### src/rtl/mem_port_arbiter_if.sv
// rtl/mem_port_arbiter_if.sv - requester and memory-side bus bundle for mem_port_arbiter
interface mem_port_arbiter_if #(
    parameter int AW = 32,
    parameter int DW = 32
);
    logic [2:0]      req_valid;
    logic [2:0]      req_write;
    logic [3*AW-1:0] req_addr;
    logic [3*DW-1:0] req_wdata;
    logic [2:0]      req_ready;
    logic [2:0]      rsp_valid;
    logic [DW-1:0]   rsp_rdata;
    logic            rsp_err;
    logic            mem_req;
    logic            mem_we;
    logic [AW-1:0]   mem_addr;
    logic [DW-1:0]   mem_wdata;
    logic            mem_ack;
    logic [DW-1:0]   mem_rdata;

    modport slave (
        input  req_valid, req_write, req_addr, req_wdata, mem_ack, mem_rdata,
        output req_ready, rsp_valid, rsp_rdata, rsp_err, mem_req, mem_we, mem_addr, mem_wdata
    );

    modport master (
        output req_valid, req_write, req_addr, req_wdata, mem_ack, mem_rdata,
        input  req_ready, rsp_valid, rsp_rdata, rsp_err, mem_req, mem_we, mem_addr, mem_wdata
    );
endinterface

### src/rtl/mem_port_arbiter.sv
// rtl/mem_port_arbiter.sv - three-requester arbiter for the unified memory port with wait-state timeout
// MEM_ARB_ROUND_ROBIN_EN selects round-robin; otherwise fixed priority data > ifetch > debug.
module mem_port_arbiter #(
    parameter int AW      = 32,
    parameter int DW      = 32,
    parameter int TIMEOUT = 64
) (
    input  logic                clk,
    input  logic                rst_n,
    mem_port_arbiter_if.slave   bus
);
    localparam int CW = (TIMEOUT < 1) ? 1 : $clog2(TIMEOUT + 1);

    typedef enum logic [1:0] {IDLE, BUSY, RESP} state_t;

    state_t          state_q, state_d;
    logic [1:0]      owner_q, owner_d;
    logic [CW-1:0]   wait_cnt_q, wait_cnt_d;
    logic            mem_req_q, mem_req_d;
    logic            mem_we_q, mem_we_d;
    logic [AW-1:0]   mem_addr_q, mem_addr_d;
    logic [DW-1:0]   mem_wdata_q, mem_wdata_d;
    logic [DW-1:0]   rsp_rdata_q, rsp_rdata_d;
    logic            rsp_err_q, rsp_err_d;

    logic            win_any;
    logic [1:0]      win_idx;
    logic [AW-1:0]   addr_arr  [3];
    logic [DW-1:0]   wdata_arr [3];
    logic            timeout_hit;

    always_comb begin
        for (int i = 0; i < 3; i++) begin
            addr_arr[i]  = bus.req_addr[i*AW +: AW];
            wdata_arr[i] = bus.req_wdata[i*DW +: DW];
        end
    end

`ifdef MEM_ARB_ROUND_ROBIN_EN
    logic [1:0] last_grant_q, last_grant_d;
    logic [1:0] rr_base;
    logic [2:0] rr_sum;
    logic [1:0] rr_cand;

    // Scan from the farthest candidate back to the nearest so the nearest valid one wins.
    always_comb begin
        rr_base = (last_grant_q == 2'd2) ? 2'd0 : last_grant_q + 2'd1;
        rr_sum  = 3'd0;
        rr_cand = 2'd0;
        win_any = 1'b0;
        win_idx = 2'd0;
        for (int k = 2; k >= 0; k--) begin
            rr_sum  = {1'b0, rr_base} + 3'(k);
            rr_cand = (rr_sum >= 3'd3) ? 2'(rr_sum - 3'd3) : rr_sum[1:0];
            if (bus.req_valid[rr_cand]) begin
                win_any = 1'b1;
                win_idx = rr_cand;
            end
        end
    end
`else
    always_comb begin
        win_any = |bus.req_valid;
        if (bus.req_valid[1])      win_idx = 2'd1;
        else if (bus.req_valid[0]) win_idx = 2'd0;
        else                       win_idx = 2'd2;
    end
`endif

    assign timeout_hit = (TIMEOUT != 0) && (wait_cnt_q == CW'(TIMEOUT - 1));

    always_comb begin
        state_d     = state_q;
        owner_d     = owner_q;
        wait_cnt_d  = wait_cnt_q;
        mem_req_d   = mem_req_q;
        mem_we_d    = mem_we_q;
        mem_addr_d  = mem_addr_q;
        mem_wdata_d = mem_wdata_q;
        rsp_rdata_d = rsp_rdata_q;
        rsp_err_d   = rsp_err_q;
`ifdef MEM_ARB_ROUND_ROBIN_EN
        last_grant_d = last_grant_q;
`endif
        case (state_q)
            IDLE: begin
                if (win_any) begin
                    mem_we_d    = bus.req_write[win_idx];
                    mem_addr_d  = addr_arr[win_idx];
                    mem_wdata_d = wdata_arr[win_idx];
                    owner_d     = win_idx;
                    mem_req_d   = 1'b1;
                    wait_cnt_d  = '0;
                    state_d     = BUSY;
`ifdef MEM_ARB_ROUND_ROBIN_EN
                    last_grant_d = win_idx;
`endif
                end
            end
            BUSY: begin
                // A late ack in the timeout cycle still completes the access cleanly.
                if (bus.mem_ack) begin
                    rsp_rdata_d = bus.mem_rdata;
                    rsp_err_d   = 1'b0;
                    mem_req_d   = 1'b0;
                    state_d     = RESP;
                end else if (timeout_hit) begin
                    rsp_rdata_d = '0;
                    rsp_err_d   = 1'b1;
                    mem_req_d   = 1'b0;
                    state_d     = RESP;
                end else begin
                    wait_cnt_d = wait_cnt_q + 1'b1;
                end
            end
            RESP: begin
                rsp_rdata_d = '0;
                rsp_err_d   = 1'b0;
                state_d     = IDLE;
            end
            default: state_d = IDLE;
        endcase
    end

    always_ff @(posedge clk or negedge rst_n) begin
        if (!rst_n) begin
            state_q     <= IDLE;
            owner_q     <= 2'd0;
            wait_cnt_q  <= '0;
            mem_req_q   <= 1'b0;
            mem_we_q    <= 1'b0;
            mem_addr_q  <= '0;
            mem_wdata_q <= '0;
            rsp_rdata_q <= '0;
            rsp_err_q   <= 1'b0;
        end else begin
            state_q     <= state_d;
            owner_q     <= owner_d;
            wait_cnt_q  <= wait_cnt_d;
            mem_req_q   <= mem_req_d;
            mem_we_q    <= mem_we_d;
            mem_addr_q  <= mem_addr_d;
            mem_wdata_q <= mem_wdata_d;
            rsp_rdata_q <= rsp_rdata_d;
            rsp_err_q   <= rsp_err_d;
        end
    end

`ifdef MEM_ARB_ROUND_ROBIN_EN
    always_ff @(posedge clk or negedge rst_n) begin
        if (!rst_n) last_grant_q <= 2'd2;
        else        last_grant_q <= last_grant_d;
    end
`endif

    assign bus.req_ready = (state_q == IDLE && win_any) ? (3'b001 << win_idx) : 3'b000;
    assign bus.rsp_valid = (state_q == RESP) ? (3'b001 << owner_q) : 3'b000;
    assign bus.rsp_rdata = rsp_rdata_q;
    assign bus.rsp_err   = rsp_err_q;
    assign bus.mem_req   = mem_req_q;
    assign bus.mem_we    = mem_we_q;
    assign bus.mem_addr  = mem_addr_q;
    assign bus.mem_wdata = mem_wdata_q;
endmodule
### src/flat_wrapper.sv
// flat-port wrapper written by rule: the top's interface ports become plain ports
module mem_port_arbiter_flat 
#(
    parameter int AW      = 32,
    parameter int DW      = 32,
    parameter int TIMEOUT = 64
)
  (clk, rst_n, bus_req_valid, bus_req_write, bus_req_addr, bus_req_wdata, bus_mem_ack, bus_mem_rdata, bus_req_ready, bus_rsp_valid, bus_rsp_rdata, bus_rsp_err, bus_mem_req, bus_mem_we, bus_mem_addr, bus_mem_wdata);
  mem_port_arbiter_if #(.AW(AW), .DW(DW)) bus_i ();
  input  logic clk;
  input  logic rst_n;
  input wire logic [$bits(bus_i.req_valid)-1:0] bus_req_valid;
  input wire logic [$bits(bus_i.req_write)-1:0] bus_req_write;
  input wire logic [$bits(bus_i.req_addr)-1:0] bus_req_addr;
  input wire logic [$bits(bus_i.req_wdata)-1:0] bus_req_wdata;
  input wire logic [$bits(bus_i.mem_ack)-1:0] bus_mem_ack;
  input wire logic [$bits(bus_i.mem_rdata)-1:0] bus_mem_rdata;
  output wire logic [$bits(bus_i.req_ready)-1:0] bus_req_ready;
  output wire logic [$bits(bus_i.rsp_valid)-1:0] bus_rsp_valid;
  output wire logic [$bits(bus_i.rsp_rdata)-1:0] bus_rsp_rdata;
  output wire logic [$bits(bus_i.rsp_err)-1:0] bus_rsp_err;
  output wire logic [$bits(bus_i.mem_req)-1:0] bus_mem_req;
  output wire logic [$bits(bus_i.mem_we)-1:0] bus_mem_we;
  output wire logic [$bits(bus_i.mem_addr)-1:0] bus_mem_addr;
  output wire logic [$bits(bus_i.mem_wdata)-1:0] bus_mem_wdata;
  assign bus_i.req_valid = bus_req_valid;
  assign bus_i.req_write = bus_req_write;
  assign bus_i.req_addr = bus_req_addr;
  assign bus_i.req_wdata = bus_req_wdata;
  assign bus_i.mem_ack = bus_mem_ack;
  assign bus_i.mem_rdata = bus_mem_rdata;
  assign bus_req_ready = bus_i.req_ready;
  assign bus_rsp_valid = bus_i.rsp_valid;
  assign bus_rsp_rdata = bus_i.rsp_rdata;
  assign bus_rsp_err = bus_i.rsp_err;
  assign bus_mem_req = bus_i.mem_req;
  assign bus_mem_we = bus_i.mem_we;
  assign bus_mem_addr = bus_i.mem_addr;
  assign bus_mem_wdata = bus_i.mem_wdata;
  mem_port_arbiter #(.AW(AW), .DW(DW), .TIMEOUT(TIMEOUT)) u_core (.clk(clk), .rst_n(rst_n), .bus(bus_i));
endmodule
### config.mk
export PLATFORM = sky130hd
export DESIGN_NAME = mem_port_arbiter_flat
export DESIGN_NICKNAME = d
export VERILOG_FILES = /design/src/rtl/mem_port_arbiter_if.sv /design/src/rtl/mem_port_arbiter.sv /design/src/flat_wrapper.sv
export SDC_FILE = /design/constraint.sdc
export NUM_CORES = 1
export LEC_CHECK = 0
export CAP_MARGIN = 20
export CORE_ASPECT_RATIO = 0.8
export CORE_UTILIZATION = 30
export DETAILED_ROUTE_END_ITERATION = 16
export PLACE_DENSITY = 0.69
export SLEW_MARGIN = 30
export SYNTH_ARGS = -nofsm -noshare
export SYNTH_HDL_FRONTEND = slang
export SYNTH_SLANG_ARGS = --single-unit
export TNS_END_PERCENT = 5
### constraint.sdc
create_clock -name clk -period 1.7 [get_ports clk]
set_input_delay 0.34 -clock clk [delete_from_list [all_inputs] [get_ports clk]]
set_output_delay 0.34 -clock clk [all_outputs]
set_load 0.01 [all_outputs]
==> results.json <==
{
  "switching_share_pct": 35.2,
  "power_per_cell_area_nw_per_um2": 1420,
  "arrival_ns": 2.02,
  "drive_gt1_share_pct": 12.2,
  "synthXorXnorAreaFrac_pct": 0,
  "drv_cap": 0,
  "ant_nets": 0,
  "first_pass_iters": 7,
  "cts_tree": "built",
  "violations": "negative setup slack",
  "async_flop_share_pct": 100,
  "netSwitchingPower_mw": 4.92,
  "cts_max_path_buffers": 2,
  "avgSynthCellArea_um2": 9.60,
  "seq_power_share_pct": 31.0,
  "cts_buffers": 9,
  "fin_nets": 1168,
  "antenna_found_initial": 0,
  "final.setup.tns_ns": -0.292,
  "finalPower_mw": 14.0,
  "slew_headroom_pct": 47.0,
  "syn_area_um2": 5630,
  "htree_levels": 3,
  "drtIter0Drc": 171,
  "ys_top_cells_by_area": "dfrtp_1, mux2i_1, a21oi_1, o21ai_0, a22o_2",
  "finalClockSkew_ns": 0.00826,
  "setup.worst_path.start_class": "register",
  "hold_end": "u_core.owner_q[0]",
  "hold_depth": 3,
  "finalMaxSlewViolations": 0,
  "synth_edf_count": 0,
  "die_area_um2": 19300,
  "antenna_cells": 0,
  "grt_use_total_pct": 18.5,
  "post-place-ws_ns": -0.418,
  "power.internal_mw": 9.06,
  "fp.dieH_um": 125,
  "routed_via_density": 4.59,
  "clk_latency_ns": 0.35,
  "end_kind": "register",
  "die_x_um": 155,
  "gp_congestion": 0.783,
  "fillers": 1689,
  "synth.area.mux_share_pct": 11.7,
  "synth_compound_area_share_pct": 20.9,
  "area_delta_synth_final_pct": 74.9,
  "min_path_type": "in2reg",
  "setup_ws_ns": -0.0241,
  "wl_per_cell_um": 15.1,
  "outcome": "complete, but fails checks",
  "design.core.area_um2": 18300,
  "routed_wl_um": 18000,
  "ios": 338,
  "overflow": 0,
  "cts_sinks": 110,
  "syn-num-nets": 823,
  "grt_max_degree": 85,
  "crit_type": "reg2reg",
  "portBuffers": 337,
  "synth_top_area_share_pct": 48.9,
  "clock-root-buffer": "clkbuf_16",
  "synth-simple-area-share_pct": 12.6,
  "synthAdderAreaFrac_pct": 0.889,
  "grt_pass1_wl_um": 28200,
  "power_leakage_nw": 4.28,
  "fin_crit_sh_pct": 101,
  "synth_top_area_cell": "dfrtp_1",
  "ys_seq_elements": 110,
  "grt_pass1_vias": 5414,
  "post-route-min-period_ns": 1.72,
  "syn_inst": 586,
  "r2r_start": "u_core.wait_cnt_q[1]",
  "yosysSeqAreaShare_pct": 48.9,
  "num_vias": 5456,
  "yosysUniqueCellTypes": 43,
  "initial_core_util_pct": 30.8,
  "ys_warn_count": 0,
  "rrSetupSlack_ns": -0.02,
  "power_frac_clock_pct": 15.7,
  "fmax_mhz": 580,
  "drc": 0,
  "ff2ff_path_depth": 7,
  "hold_viol": 0,
  "ys.flop_type": "dfrtp_1",
  "clk_pin_slew_ns": 0.08,
  "placementRows": 44,
  "crit_required_ns": 1.99,
  "critPathMaxFanout": 13,
  "setup_viol": 20,
  "p_comb_share_pct": 53.3,
  "r2r_end": "u_core.bus.rsp_rdata[18]",
  "rsz0062_at_grt": "yes",
  "hp-start": "bus_req_valid[1]",
  "hpwl_um": 13400,
  "tightestPinTransition_ns": 0.796,
  "synth_top_family_by_area": "compound AO/OA/AOI/OAI gates",
  "ir_drop_mv": 0.889
}
-- worst max-delay path by stage --
stage | start | to | slack [ns] | cells past startpoint
after global placement | bus_req_valid[2] | bus_req_ready[2] | -0.40 | 4
after detailed placement | bus_req_valid[2] | bus_req_ready[2] | -0.42 | 4
after CTS | u_core.state_q[0] | bus_req_ready[2] | -0.02 | 5
after global routing | u_core.state_q[1] | bus_req_ready[0] | -0.09 | 6
final | u_core.wait_cnt_q[1] | u_core.bus.rsp_rdata[18] | -0.02 | 7
after floorplan | u_core.state_q[0] | u_core.bus.rsp_rdata[10] | -0.01 | 7
-- per-stage QoR --
step,cell area [um2],std cells,utilization (%),hold slack (ns)
floorplan,5630,586,-,0.0444
global placement,9370,1164,51.3,0.271
detailed placement,9370,1164,51.3,0.269
CTS,9710,1181,53.1,0.404
global route,9840,1189,53.9,0.428
finish,9840,1189,53.9,0.420
-- cells in the final DEF (no fill, tap or decap), drive strengths merged, types with 6 or more instances in the layout --
cell type / instances
clkdlybuf4s50: 328
dfrtp: 110
nand2: 74
o21ai: 71
nor2: 70
a21oi: 69
mux2i: 66
buf: 49
a22o: 32
clkbuf: 12
inv: 7
nor3: 6
-- state kept, by name, summed over array words and instances, names as in the netlist --
register / count
u_core.bus.mem_addr: 32
u_core.state_q: 2
u_core.wait_cnt_q: 7
u_core.bus.rsp_err: 1
u_core.owner_q: 2
u_core.bus.mem_wdata: 32
u_core.bus.mem_req: 1
u_core.bus.mem_we: 1
u_core.bus.rsp_rdata: 32
-- power by group through the flow --
stage | Sequential (mW) | Clock, mW | Combinational [mW]
after floorplan | 4.83 | 0 | 2.82
after global placement | 4.34 | 0 | 6.94
after detailed placement | 4.36 | 0 | 7.01
after CTS | 4.35 | 2.28 | 7.10
after global routing | 4.48 | 2.39 | 8.10
final | 4.34 | 2.19 | 7.45
-- timing repair --
| action | in CTS | in global routing |
|---|---|---|
| buffers inserted | 0 | 6 |
| cloned | 0 | 2 |
| hold buffers | 1 | 0 |
| resized for setup | 37 | 10 |
| pin swaps | 2 | 3 |
| endpoints found under the setup margin | 14 | 70 |
| endpoints found under the hold margin | 22 | 0 |
-- critical path, cell delays in order, from the launching register on --
cell       delay [ns]
dfrtp_1          0.39
ha_2             0.19
and3b_2          0.23
a21o_4           0.23
o21ai_4          0.19
buf_4            0.15
clkbuf_16        0.15
a22o_2           0.13
-- cells in the mapped netlist, types with 4 or more instances --
| master | number |
|---|---|
| dfrtp_1 | 110 |
| nand2_1 | 74 |
| nor2_1 | 70 |
| a21oi_1 | 69 |
| mux2i_1 | 66 |
| o21ai_0 | 65 |
| a22o_2 | 29 |
| clkbuf_1 | 23 |
| buf_4 | 9 |
| buf_6 | 7 |
| buf_2 | 6 |
| nor3_1 | 6 |
| a221o_1 | 4 |
| ha_1 | 4 |
| nand3_1 | 4 |
| o21ai_1 | 4 |
-- layer usage --
metal	share of wire, %	track usage, %
met1	43	22.8
met2	47	31.0
met3	8.3	5.92
met4	1.6	5.30
met5	0	0
-- cell type report --
| class | count | area, um2 | area share [%] |
|---|---|---|---|
| Sequential cell | 110 | 2750 | 28.0 |
| Tap cell | 253 | 317 | 3.22 |
| Multi-Input combinational cell | 426 | 2660 | 27.0 |
| Timing Repair Buffer | 380 | 3790 | 38.5 |
| Inverter | 4 | 15.0 | 0.153 |
| Clock inverter | 6 | 76.3 | 0.775 |
| Clock buffer | 10 | 229 | 2.33 |
-- kinds of logic after synthesis --
logic type	count (synthesis)
multiplexers	66
AND/OR/NAND/NOR	169
flip-flops	110
adder cells (fa/ha/maj)	4
AO/OA/AOI/OAI	187
buffers and inverters	50
No activity file was read; power rests on OpenSTA's default activity.
